## src/rtl/ts_pkg.sv

```systemverilog
// Shared widths and the timestamp word type for the event time-tagger.
package ts_pkg;

    localparam int TS_CNT_W = 32;
    localparam int EPOCH_W  = 8;
    localparam int TS_W     = EPOCH_W + TS_CNT_W;

    typedef logic [TS_W-1:0] ts_word_t;

endpackage

```

## src/rtl/ts_fifo.sv

```systemverilog
// First-word-fall-through FIFO with occupancy count; head word reads as zero when empty.
module ts_fifo #(
    parameter int DEPTH = 16,
    parameter int AW    = 4,
    parameter int TS_W  = ts_pkg::TS_W
) (
    input  logic            clk,
    input  logic            rst,
    input  logic            clr,
    input  logic            push,
    input  logic            pop,
    input  logic [TS_W-1:0] din,
    output logic [TS_W-1:0] dout,
    output logic            valid,
    output logic            full,
    output logic [AW:0]     level
);

    logic [TS_W-1:0] mem_q [DEPTH];
    logic [AW-1:0]   wr_ptr_q, wr_ptr_d;
    logic [AW-1:0]   rd_ptr_q, rd_ptr_d;
    logic [AW:0]     level_q, level_d;
    logic            pop_ok;
    logic            push_ok;

    always_comb begin
        pop_ok   = pop & (level_q != '0);
        push_ok  = push & ((level_q != (AW+1)'(DEPTH)) | pop_ok);
        wr_ptr_d = wr_ptr_q;
        rd_ptr_d = rd_ptr_q;
        level_d  = level_q;
        if (clr) begin
            wr_ptr_d = '0;
            rd_ptr_d = '0;
            level_d  = '0;
        end else begin
            if (push_ok) wr_ptr_d = wr_ptr_q + AW'(1);
            if (pop_ok)  rd_ptr_d = rd_ptr_q + AW'(1);
            if (push_ok && !pop_ok)      level_d = level_q + (AW+1)'(1);
            else if (!push_ok && pop_ok) level_d = level_q - (AW+1)'(1);
        end
    end

    always_ff @(posedge clk or negedge rst) begin
        if (!rst) begin
            wr_ptr_q <= '0;
            rd_ptr_q <= '0;
            level_q  <= '0;
        end else begin
            wr_ptr_q <= wr_ptr_d;
            rd_ptr_q <= rd_ptr_d;
            level_q  <= level_d;
        end
    end

    // Storage carries no reset; the empty case is masked on the read side.
    always_ff @(posedge clk) begin
        if (push_ok && !clr) mem_q[wr_ptr_q] <= din;
    end

    assign valid = (level_q != '0);
    assign full  = (level_q == (AW+1)'(DEPTH));
    assign level = level_q;
    assign dout  = valid ? mem_q[rd_ptr_q] : '0;

endmodule

```

## src/rtl/ts_capture.sv

```systemverilog
// Event time-tagger: synchronised edge detect on evt_in, {epoch, count} tags queued in a FWFT FIFO.
module ts_capture #(
    parameter int DEPTH       = 16,
    parameter int AW          = 4,
    parameter int EPOCH_W     = ts_pkg::EPOCH_W,
    parameter int SYNC_STAGES = 2
) (
    input  logic                                  clk,
    input  logic                                  rst,
    input  logic                                  clr,
    input  logic                                  ena,
    input  logic [ts_pkg::TS_CNT_W-1:0]           count,
    input  logic                                  pulse_full,
    input  logic                                  evt_in,
    input  logic                                  edge_sel,
    output logic [EPOCH_W+ts_pkg::TS_CNT_W-1:0]   ts_data,
    output logic                                  ts_valid,
    input  logic                                  ts_ready,
    output logic [AW:0]                           ts_level,
    output logic                                  ovf
);

    import ts_pkg::*;

    localparam int TW = EPOCH_W + TS_CNT_W;

    logic [SYNC_STAGES-1:0] sync_q, sync_d;
    logic                   evt_d_q, evt_d_d;
    logic [EPOCH_W-1:0]     epoch_q, epoch_d;
    logic                   ovf_q, ovf_d;
    logic                   evt_s;
    logic                   evt_edge;
    logic                   push;
    logic                   pop;
    logic                   fifo_full;
    logic [EPOCH_W-1:0]     tag_epoch;
    logic [TW-1:0]          tag;

    always_comb begin
        sync_d    = {sync_q[SYNC_STAGES-2:0], evt_in};
        evt_s     = sync_q[SYNC_STAGES-1];
        // Normal operation and clr both load evt_d from evt_s, so clr never fabricates an edge.
        evt_d_d   = evt_s;
        evt_edge  = edge_sel ? (~evt_s & evt_d_q) : (evt_s & ~evt_d_q);
        pop       = ts_valid & ts_ready;
        push      = evt_edge & ena & ~clr & (~fifo_full | pop);
        // An edge in the wrap-pulse cycle already belongs to the new epoch.
        tag_epoch = epoch_q + EPOCH_W'(pulse_full);
        tag       = {tag_epoch, count};

        epoch_d = epoch_q;
        if (clr)                    epoch_d = '0;
        else if (ena && pulse_full) epoch_d = epoch_q + EPOCH_W'(1);

        ovf_d = ovf_q;
        if (clr)                                         ovf_d = 1'b0;
        else if (evt_edge && ena && fifo_full && !pop)   ovf_d = 1'b1;
    end

    always_ff @(posedge clk or negedge rst) begin
        if (!rst) begin
            sync_q  <= '0;
            evt_d_q <= 1'b0;
            epoch_q <= '0;
            ovf_q   <= 1'b0;
        end else begin
            sync_q  <= sync_d;
            evt_d_q <= evt_d_d;
            epoch_q <= epoch_d;
            ovf_q   <= ovf_d;
        end
    end

    ts_fifo #(
        .DEPTH (DEPTH),
        .AW    (AW),
        .TS_W  (TW)
    ) u_fifo (
        .clk   (clk),
        .rst   (rst),
        .clr   (clr),
        .push  (push),
        .pop   (pop),
        .din   (tag),
        .dout  (ts_data),
        .valid (ts_valid),
        .full  (fifo_full),
        .level (ts_level)
    );

    assign ovf = ovf_q;

endmodule

```

## config.mk

```make
export PLATFORM = sky130hd
export DESIGN_NAME = ts_capture
export DESIGN_NICKNAME = d
export VERILOG_FILES = /design/src/rtl/ts_pkg.sv /design/src/rtl/ts_fifo.sv /design/src/rtl/ts_capture.sv
export SDC_FILE = /design/constraint.sdc
export NUM_CORES = 1
export LEC_CHECK = 0
export CAP_MARGIN = 5
export CORE_MARGIN = 4
export CORE_UTILIZATION = 65
export CTS_BUF_LIST = sky130_fd_sc_hd__clkbuf_2
export DETAILED_ROUTE_END_ITERATION = 8
export PLACE_DENSITY = 0.84
export SYNTH_ARGS = -nofsm -noshare
export SYNTH_HDL_FRONTEND = slang
export SYNTH_HIERARCHICAL = 1
export SYNTH_SLANG_ARGS = --single-unit
```

## constraint.sdc

```tcl
create_clock -name clk -period 5.65 [get_ports clk]
set_input_delay 1.13 -clock clk [delete_from_list [all_inputs] [get_ports clk]]
set_output_delay 1.13 -clock clk [all_outputs]
set_load 0.01 [all_outputs]
```

==> flow_results.org, run 1 <==
** Outcome
- Result of the run :: finished, final reports clean

** Floorplanning
- Placeable core region :: 0.0388 mm^2
- The initial utilization of the core area, before any placement, comes to 66.2%.
- Number of placement rows :: 72
- The die is 207 um wide.
- Vertical die dimension :: 207 um
- Die Footprint :: 0.0428 mm^2
- 87 I/O pins were placed.

** Pwr
- Worst voltage drop across the vdd grid :: 0.304 mV
- In this run the power density over the cells is 396 mW/mm^2.
- In this run the static leakage power is 9.38 nW.

** CTS
- Longest Clk Path Bufs :: 3
- CTS built an H-tree with a depth of 4.
- The clock drives 665 sinks.
- Insertion delay to the later sink of the worst-skew pair :: 1080 ps
- After clock tree synthesis, the clock-pin slew on the worst setup and hold paths is 100 ps.
- After clock tree synthesis, the repair step resized 0 gates.
- In this run, CTS created clock tree buffers numbering 157.
- Clock tree from TritonCTS :: done
- Post-CTS timing repair inserted 0 buffers for setup.
- The root buffer cell chosen for the clock tree is clkbuf_2.
- In this run, post-CTS hold repair placed 0 buffers.

** Global route
- Global routing usage summed across all routing layers :: 26.3%
- The first global-routing pass estimated 82.5 mm of wire.
- Entering global routing, the biggest net connects 74 pins.
- Global routing finished with a remaining overflow of 0.
- Initial antenna violation count :: 1
- The number of global-route vias before repair was 13800.

** Critical path
- Of all nets on the critical path, the largest fanout is 38.
- Startpoint types :: flip-flop
- Critical path's slowest cell :: dfrtp_4
- Cell class contributing the biggest share of worst-path delay :: buffers and inverters
- FF-to-FF setup slack :: 1770 ps
- WS Path Type :: reg2out
- Number of buffer and inverter instances along the worst setup path :: 3
- Traced cell by cell, the critical path runs through buf_4, buf_4, mux4_2, a221o_1, clkdlybuf4s50_1.
- Nature of the critical path endpoint :: primary output
- STA puts the critical path data required time at 4520 ps.
- Slowest Stage Delay on Critical Path :: 910 ps
- Worst endpoint data arrival time :: 4130 ps
- The cell that appears most often on the critical path is buf_4.

** Drt
- The first routing iteration left 1460 violations.
- For this run, design rule violations remaining after detail routing come to 0.
- After detailed routing, the number of vias per cell comes to 6.38.
- Routed length per instance :: 26.6 um
- Number of search-and-repair iterations in the first detailed-routing pass :: 5
- Number of nets still failing antenna checks after routing :: 0
- The final layout contains routed wiring with a total length of 53.8 mm.
- The detailed router placed 12900 vias in this run.

** Synth
- After synthesis, the most frequently instantiated cells are 640 x edfxtp_1, 160 x mux4_2, 71 x nor2_1.
- In this run the biggest area consumer among cell types represents 74.8% of the synthesized area.
- Average footprint of a synthesized cell :: 22.1 um^2
- Summing every instance area after synthesis gives 0.0257 mm^2.
- The largest total area in the synthesized netlist belongs to edfxtp_1.
- edfxtp_1 is the most common cell in the netlist.
- Among all flip-flop cells after synthesis, the most frequent one is edfxtp_1.
- Area contributors post-synth :: edfxtp_1 75%, mux4_2 14%, dfrtp_1 2.4%
- The number of different library cells used by synthesis comes to 47.
- Synthesized instance count :: 1160
- Counting flops with an async set or reset pin after synthesis yields a share of 3.76%.
- In this run, synthesis inferred 640 flip-flops with an integrated enable.
- Post-synthesis sequential element count :: 665
- For this run, the register share of the synthesized area comes to 77.2%.
- During synthesis, Yosys emitted a total of 6 warnings.
- Net count after synthesis :: 1213

** Run
- Number of max-cap violations :: 0

** Placement
- Detailed placer's ending HPWL :: 29.5 mm
- Last weighted congestion value of the routability-driven placer :: 0.774
- Number of cells after detailed placement :: 1739
- Port Buffers :: 86

** Timing
- Count of endpoints failing setup in the final report :: 0
- Relative slew slack :: 20.6%
- Slew at the pin closest to its max-slew limit :: 1190 ps
- Unrepaired setup endpoints after global routing :: false
- Fmax :: 190 MHz
- In the final timing run, aggregate negative setup slack is 0 ps.
- The number of max-slew violations in the final report was 0.
- Fraction of the cycle the final worst path needs :: 93.1%
- After layout, the minimum clock period comes to 5260 ps.
- The number of hold violations in the final report was 0.
- On the final layout, the worst clock skew is 79.5 ps.

** Hold path
- Hold WC Path Type :: reg2reg

** Cells and area
- Relative to the synthesized area, the layout overhead comes to 13.0%.
- The finished layout holds 2020 standard cells, fillers aside.
- Fraction of final layout cells sized beyond drive strength 1 :: 31.9%
- Final net count :: 1435
==> sequential cells by signal, indices dropped and copies added, names as in the netlist <==
| name | cells |
|---|---|
| epoch_q | 8 |
| evt_d_q | 1 |
| ovf | 1 |
| sync_q | 2 |
| u_fifo/level | 5 |
| u_fifo/mem_q | 640 |
| u_fifo/rd_ptr_q | 4 |
| u_fifo/wr_ptr_q | 4 |
==> placed cells by master, fill, tap and decap left out, types with 3 or more instances in the layout <==
cell type	count
o31ai_1	3
clkinv_1	31
mux4_2	160
clkbuf_2	231
nor2_1	54
nor2b_1	4
mux2_1	3
edfxtp_1	640
clkinv_2	5
clkdlybuf4s50_1	86
mux2i_1	43
nand2_1	13
nand3_1	10
dfrtp_1	22
o21ai_0	4
buf_12	8
xor2_1	8
inv_1	7
ha_1	12
xnor2_1	5
a21oi_1	15
or4_1	4
nand4_1	3
buf_4	29
nor2_4	17
bufinv_16	8
a221o_1	40
==> layer usage <==
| layer | vias up | track usage, % | routed length [um] |
|---|---|---|---|
| li1 | 5436 | - | - |
| met1 | 6631 | 37.5 | 20300 |
| met2 | 730 | 41.7 | 27200 |
| met3 | 81 | 6.64 | 5380 |
| met4 | 0 | 7.55 | 923 |
| met5 | - | 0 | 0 |
==> final timing paths <==
| path | startpoint | end | cells after the start |
|---|---|---|---|
| max in group asynchronous | rst | u_fifo/rd_ptr_q[0] | 1 |
| worst max register to register | u_fifo/level[4] | u_fifo/mem_q[6][24] | 8 |
| worst min-delay path | sync_q[0] | sync_q[1] | 0 |
| min in group asynchronous | rst | u_fifo/level[1] | 1 |
| worst max-delay path | u_fifo/rd_ptr_q[0] | ts_data[39] | 5 |
| worst min register to register | sync_q[0] | sync_q[1] | 0 |
==> cells by family (layout without fill, tap and decap cells) <==
kind of cell / after synthesis / count (layout) / synth area share [%]
xor+xnor: 15 / 15 / 0.511
flops: 665 / 665 / 77.2
compound gates: 73 / 73 / 2.38
other cells: 0 / 1 / 0
mux: 206 / 206 / 15.8
simple gates: 120 / 120 / 2.21
buf+inv: 68 / 409 / 1.16
fa+ha+maj: 13 / 13 / 0.662
==> final cells by class <==
cell class / instances / area (um^2)
sequential: 665 / 19900
tap: 518 / 648
clock buffer: 231 / 1160
fill: 2072 / 9790
timing repair buffer: 124 / 1250
antenna: 1 / 2.50
clock inverter: 47 / 397
multi-input combinational: 427 / 5700
inverter: 7 / 26.3
==> report_power, final <==
group          internal (mW)  leakage [nW]  switching [mW]
registers               5.42          6.13           0.137
logic                   1.45          2.10            1.23
clock network           1.45          1.15            1.80
total                   8.32          9.38            3.16
==> through the flow <==
step	hold WS [ps]	util [%]	total power, mW	setup slack (ps)	cell area, um^2
after floorplan	331	-	7.41	1180	25700
after global placement	335	70.7	8.29	1020	27400
after detailed placement	345	70.7	8.36	888	27400
after CTS	356	74.7	11.6	183	29000
after global routing	359	74.8	12.1	56.8	29000
final	357	74.8	11.5	389	29000
Power figures use the tool's default switching activity.
==> run 2, diff against run 1 <==
--- a/config.mk
+++ b/config.mk
@@ -7,10 +7,10 @@
 export LEC_CHECK = 0
 export CAP_MARGIN = 5
 export CORE_MARGIN = 4
-export CORE_UTILIZATION = 65
+export CORE_UTILIZATION = 55
 export CTS_BUF_LIST = sky130_fd_sc_hd__clkbuf_2
 export DETAILED_ROUTE_END_ITERATION = 8
-export PLACE_DENSITY = 0.84
+export PLACE_DENSITY = 0.73
 export SYNTH_ARGS = -nofsm -noshare
 export SYNTH_HDL_FRONTEND = slang
 export SYNTH_HIERARCHICAL = 1
==> flow_results.org, run 2 (synthesis results as in run 1) <==
** Timing
- Fmax :: 187 MHz (-1.6%)
- The relative slew slack came to 22.0% (+1.4 points).
- The actual transition at the worst max-transition pin was 1170 ps (-20.2 ps).
- Final number of max-transition violations :: 0 (unchanged)
- The post-route clock period utilization came to 94.6% (+1.5 points).
- Shortest period the worst path allows :: 5340 ps (+83.3 ps)
- Post-Route Setup TNS :: 0 ps (unchanged)
- Count of endpoints failing setup in the final report :: 0 (unchanged)
- The worst setup slack after layout came to 306 ps (-83.3 ps).
- Final Hold Viols :: 0 (unchanged)
- Unrepaired setup endpoints after global routing :: false
- Fin Clk Skew :: 59.5 ps (-20.1 ps)

** Floorplanning
- The width of the chip came to 224 um (+8.4%).
- The number of rows created at floorplan came to 78 (+8.3%).
- Die Footprint :: 0.0502 mm^2 (+17%)
- The vertical extent of the die was 224 um (+8.4%).
- The starting density of the core is 56.1% (-10 points).
- The standard cell core area is 0.0458 mm^2 (+18%).
- I/O pins :: 87 (unchanged)

** Placement
- Port Buffers :: 86 (unchanged)
- Last weighted congestion value of the routability-driven placer :: 0.750 (-3.0%)
- Detailed placer's ending HPWL :: 29.7 mm (+0.82%)
- Pre-CTS setup slack :: 1030 ps (+144 ps)

** Drt
- Via count :: 12700 (-1.4%)
- Number of nets still failing antenna checks after routing :: 0 (unchanged)
- The residual DRC count is 0 (unchanged).
- Detailed-route vias per instance :: 5.96 (-6.5%)
- Number of search-and-repair iterations in the first detailed-routing pass :: 6 (+1)
- Initial DRC count :: 974 (-33%)
- The total wirelength of the detailed-routed design is 52.1 mm (-3.2%).
- The wire length per cell after detailed routing was 24.4 um (-8.2%).

** Cells and area
- Layout-stage area growth over the synthesis result :: 13.5%
- The area of combinational cells with multiple inputs is 0.00569 mm^2 (-0.26%).
- Fraction of final layout cells sized beyond drive strength 1 :: 31.5% (-0.37 points)
- Leaving out fill and tap cells, the most frequent cell in the layout is edfxtp_1.
- Fill count :: 3119 (+51%)
- The number of flip-flops under the largest register name came to 640 (unchanged).
- Highest-count cells in the layout ignoring fill and taps :: 640 x edfxtp_1, 222 x clkbuf_2, 160 x mux4_2
- Final net count :: 1448 (+0.91%)
- Largest register by flop count :: u_fifo/mem_q
- The total area of sequential cells came to 0.0199 mm^2 (unchanged).

** CTS
- The register clock-pin slew on the reported worst setup and hold paths was 100 ps (about the same).
- Post-CTS Hold Fix Bufs :: 0 (unchanged)
- The number of H-tree levels was 4 (unchanged).
- Cts repair resizes :: 0 (unchanged)
- TritonCTS built the clock tree.
- The cell sitting at the root of the clock tree is a clkbuf_2.
- Longest Clk Path Bufs :: 3 (unchanged)
- Clk sink count :: 665 (unchanged)
- The TritonCTS buffer count came to 160 (+1.9%).
- Insertion delay to the later sink of the worst-skew pair :: 1260 ps (+180 ps)

** Critical path
- STA classifies the critical path startpoint as a flip-flop.
- STA classifies the critical path endpoint as a primary output.
- The arrival time of the worst setup path came to 4210 ps (+80 ps).
- WS Path Type :: reg2out
- The worst reg-to-reg setup slack is 1960 ps (+190 ps).
- Required arrival time at the worst endpoint :: 4520 ps (about the same)
- Crit-path max FO :: 63 (+66%)
- The depth of the worst register-to-register path is 8 (unchanged).

** Global route
- Residual overflow from global routing :: 0 (unchanged)
- The initial antenna violation count came to 1 (unchanged).
- The first-pass GRT wire length was 80.0 mm (-3.0%).
- The all-layer global routing usage was 21.3% (-4.9 points).
- Vias in the first global route :: 13500 (-2.4%)
- Maximum number of pins on one net before global-route repair :: 64 (-14%)

** Pwr
- Static Leak :: 9.38 nW (about the same)
- The power per cell area is 392 mW/mm^2 (-0.88%).
- Worst voltage drop across the vdd grid :: 0.267 mV (-12%)

** Hold path
- The min-delay analysis places its worst path in the category in2async.

** Run
- The number of maximum-capacitance constraint violations was 0 (unchanged).

** Outcome
- Result of the run :: finished, final reports clean
-- run 2: critical path: stages (launching register included) --
cell and delay [ps]:
dfrtp_4 1110, buf_4 440, mux4_2 370, mux2i_1 150, nor2_1 90, a221o_1 290
clkdlybuf4s50_1 500
-- run 2: layout make-up --
type / instances / area share [%]
multi-input combinational: 427 / 19.5
clock inverter: 73 / 1.43
sequential: 665 / 68.1
timing repair buffer: 134 / 4.53
antenna: 2 / 0.0172
tap: 600 / 2.57
inverter: 7 / 0.0901
clock buffer: 222 / 3.81
-- run 2: through the flow --
step	instances	hold slack (ps)	total power [mW]	cell area, um^2	utilization [%]
floorplan	1160	331	7.41	25700	-
global placement	1829	339	8.40	27600	60.3
detailed placement	1829	348	8.43	27600	60.3
CTS	2126	66.0	11.6	29100	63.7
global route	2129	89.6	12.1	29200	63.7
finish	2130	257	11.4	29200	63.7
-- run 2: report_power, final --
part	total (mW)	switching (mW)	internal (mW)
Clock	3.12	1.85	1.27
Combinational	2.76	1.26	1.50
Sequential	5.56	0.145	5.42
-- run 2: worst paths after layout --
check                                    from              endpoint
setup / recovery           u_fifo/rd_ptr_q[1]           ts_data[24]
hold / removal                            rst       u_fifo/level[2]
setup reg to reg              u_fifo/level[4]  u_fifo/mem_q[12][11]
hold reg to reg                     sync_q[0]             sync_q[1]
max in group asynchronous                 rst    u_fifo/rd_ptr_q[1]
min in group clk                       evt_in             sync_q[0]
-- run 2: what timing repair did --
item	in CTS	in global routing
setup buffers	2	1
setup endpoints to repair	17	5
pin swaps	1	0
gates cloned	0	0
hold endpoints to repair	0	0
-- run 2: routing by layer --
metal | GRT usage (%) | part of all wire [%]
met1 | 29.8 | 40
met2 | 33.2 | 49
met3 | 6.64 | 8.7
met4 | 6.42 | 1.5
met5 | 0 | 0
==> run 3, diff against run 2 <==
--- a/config.mk
+++ b/config.mk
@@ -11,6 +11,7 @@
 export CTS_BUF_LIST = sky130_fd_sc_hd__clkbuf_2
 export DETAILED_ROUTE_END_ITERATION = 8
 export PLACE_DENSITY = 0.73
+export RECOVER_POWER = 50
 export SYNTH_ARGS = -nofsm -noshare
 export SYNTH_HDL_FRONTEND = slang
 export SYNTH_HIERARCHICAL = 1
==> constraint.sdc (replaced) <==
create_clock -name clk -period 5.1 [get_ports clk]
set_input_delay 1.02 -clock clk [delete_from_list [all_inputs] [get_ports clk]]
set_output_delay 1.02 -clock clk [all_outputs]
set_load 0.01 [all_outputs]
==> flow_results.org, run 3 (synthesis results as in run 1) <==
** Placement
- The HPWL after detailed placement came to 29.0 mm (-2.4%).
- The number of port buffers is 86 (unchanged).
- Post-place instance area :: 0.0276 mm^2 (+0.12%)
- The final RePlAce weighted congestion was 0.741 (-1.2%).
- The instance count after placement with tap cells included came to 1825 (-0.22%).
- Pre-CTS setup slack :: 769 ps (-263 ps)

** Cells and area
- Post-route cell area :: 0.0294 mm^2 (+0.91%)
- Multi-input logic area :: 0.00570 mm^2 (+0.22%)
- Most common cell after layout, fill and taps aside :: edfxtp_1
- Counting flops per register, the top entry is u_fifo/mem_q.
- The share of the core filled with cells came to 64.3% (+0.58 points).
- Layout-stage area growth over the synthesis result :: 14.6%
- Fraction of final layout cells sized beyond drive strength 1 :: 32.3% (+0.76 points)
- Final std cells w/o fill :: 2124 (-0.28%)
- Highest-count cells in the layout ignoring fill and taps :: 640 x edfxtp_1, 227 x clkbuf_2, 160 x mux4_2
- Fill count :: 3032 (-2.8%)
- Flip-flop count of the largest register, all copies and words added :: 640 (unchanged)
- The total area of sequential cells is 0.0199 mm^2 (about the same).
- The net count of the finished layout was 1455 (+0.48%).

** Floorplanning
- The area enclosed by the die boundary was 0.0502 mm^2 (unchanged).
- The starting density of the core came to 56.1% (unchanged).
- The standard cell core area is 0.0458 mm^2 (unchanged).
- Chip Width :: 224 um (unchanged)
- The number of rows created at floorplan came to 78 (unchanged).
- The count of pins on the block boundary was 87 (unchanged).
- Vertical die dimension :: 224 um (unchanged)

** Timing
- The setup violation total in the final timing report was 0 (unchanged).
- Final Hold Viols :: 0 (unchanged)
- The actual transition at the worst max-transition pin is 1490 ps (+326 ps).
- The worst setup slack after layout is 196 ps (-109 ps).
- Worst Hold Slack :: 295 ps (+38.2 ps)
- Fraction of the cycle the final worst path needs :: 96.1%
- Unrepaired setup endpoints after global routing :: false
- Post-Route Setup TNS :: 0 ps (unchanged)
- Fin Clk Skew :: 92.8 ps (+33.4 ps)
- Shortest period the worst path allows :: 4900 ps
- Derived from the worst setup path, the maximum achievable clock frequency is 204 MHz.
- The relative slew slack was 0.148% (-22 points).
- The number of max-slew violations in the final report came to 0 (unchanged).

** Outcome
- The final reports fail on capacitance limit.
- Result of the run :: complete, but fails checks

** Hold path
- The path class of the tightest hold or removal check is in2reg.

** Drt
- The remaining antenna violation count is 0 (unchanged).
- Via count :: 12800 (+0.98%)
- The average vias per placed instance came to 6.04 (+1.3%).
- The residual DRC count is 0 (unchanged).
- Number of search-and-repair iterations in the first detailed-routing pass :: 5 (-1)
- Total length of routed wires :: 54.8 mm (+5.3%)
- Routed length per instance :: 25.8 um (+5.6%)
- The violation count after the first detailed-routing iteration is 1264 (+30%).

** Critical path
- The arrival time of the worst setup path was 3880 ps (-330 ps).
- Endpoint of the lowest-slack register-to-register path :: u_fifo/mem_q[11][13]
- Nature of the critical path endpoint :: primary output
- Required arrival time at the worst endpoint :: 4080 ps (-440 ps)
- Endpoint of the worst setup timing path :: ts_data[34]
- In this run the worst setup path begins at u_fifo/level[1].
- The signal on the critical path passes through or4_4, o21ai_2, nor2_4, buf_12, a221o_1, clkdlybuf4s50_1.
- The depth of the worst register-to-register path was 7 (-1).
- WS Path Type :: reg2out
- Critical path's slowest cell :: or4_4
- The buffering stage count on the worst path with inverters included is 2 (unchanged).
- Slowest Stage Delay on Critical Path :: 630 ps (-480 ps)
- The worst reg-to-reg setup slack was 1280 ps (-680 ps).
- Stages on worst setup path :: 6 (unchanged)
- Cell class contributing the biggest share of worst-path delay :: simple AND/OR/NAND/NOR gates
- The worst setup path is launched from a flip-flop.
- Crit-path max FO :: 13 (-79%)
- Worst R2R Start :: u_fifo/level[4]

** Pwr
- The sequential power share was 47.3% (-1.3 points).
- Static Leak :: 9.50 nW (+1.4%)
- Net switching fraction of the power :: 27.7% (-0.69 points)
- Clock share of power :: 27.2% (about the same)
- Ratio of total power to cell area :: 437 mW/mm^2 (+11%)
- Combinational cell fraction of total power :: 25.5% (+1.4 points)
- The switching power of the nets was 3.56 mW (+9.6%).
- The total chip power came to 12.9 mW (+12%).
- The internal power contribution was 9.29 mW (+13%).
- The maximum ir drop on the vdd rail was 0.301 mV (+13%).

** CTS
- CTS H-Tree Depth :: 4 (unchanged)
- Number of buffers created by CTS :: 157 (-1.9%)
- TritonCTS built the clock tree.
- The number of clock sinks was 665 (unchanged).
- The register clock-pin slew on the reported worst setup and hold paths came to 70 ps (-30 ps).
- Longest Clk Path Bufs :: 3 (unchanged)
- Clock tree synthesis selected as its root buffer the cell clkbuf_2.
- Insertion delay to the later sink of the worst-skew pair :: 1310 ps (+50 ps)

** Global route
- The first-pass GRT wire length is 83.3 mm (+4.1%).
- Initial antenna violation count :: 4 (+3)
- The pin count of the biggest net entering global routing came to 82 (+28%).
- The all-layer global routing usage is 22.5% (+1.2 points).
- The global route total overflow is 0 (unchanged).
- The number of global-route vias before repair was 13500 (-0.030%).

** Run
- The number of maximum-capacitance constraint violations is 1 (+1).
## run 3: worst min path at each step
stage | from | to | slack, ps | cells after the start
2_1_floorplan | sync_q[0] | sync_q[1] | 330 | 0
3_3_place_gp | sync_q[0] | sync_q[1] | 340 | 0
3_5_place_dp | sync_q[0] | sync_q[1] | 340 | 0
4_1_cts | evt_in | sync_q[0] | 5 | 1
5_1_grt | evt_in | sync_q[0] | 210 | 1
6_report | evt_in | sync_q[0] | 290 | 1
## run 3: area by class of cell
cell class | instances | share of cell area (%)
antenna | 4 | 0.0340
sequential | 665 | 67.5
clock buffer | 227 | 3.86
tap | 600 | 2.55
inverter | 7 | 0.0893
multi-input combinational | 428 | 19.4
timing repair buffer | 143 | 5.44
clock inverter | 50 | 1.22
## run 3: what timing repair did
item / 4_1_cts / 5_1_grt
resized for setup: 11 / 2
hold buffers: 1 / 0
cloned: 3 / 2
setup endpoints to repair: 40 / 4
pin swaps: 3 / 0
endpoints found under the hold margin: 25 / 0
setup buffers: 8 / 4
## run 3: worst register-to-register path: stages, from the launching register on
cell and delay (ps):
dfrtp_1 610, nand2b_2 340, nand2_1 120, a21oi_1 410, nand2_1 100, a21o_1 310
nor2_1 1160, buf_12 350
## run 3: power by group through the flow
stage	Sequential, mW	Combinational, mW	Clock (mW)
final	6.08	3.28	3.50
after global routing	6.09	3.54	3.92
after CTS	6.10	3.23	3.61
after detailed placement	6.22	3.07	0
after global placement	6.22	3.06	0
after floorplan	6.16	2.05	0
## run 3: per-layer routing
| metal | track usage [%] | routed length (um) | share of wire (%) | vias up |
|---|---|---|---|---|
| li1 | - | - | - | 5501 |
| met1 | 32.1 | 22400 | 41 | 6677 |
| met2 | 35.0 | 26900 | 49 | 572 |
| met3 | 6.28 | 4690 | 8.6 | 68 |
| met4 | 6.60 | 852 | 1.6 | 4 |
| met5 | 0 | 27 | 0.049 | - |
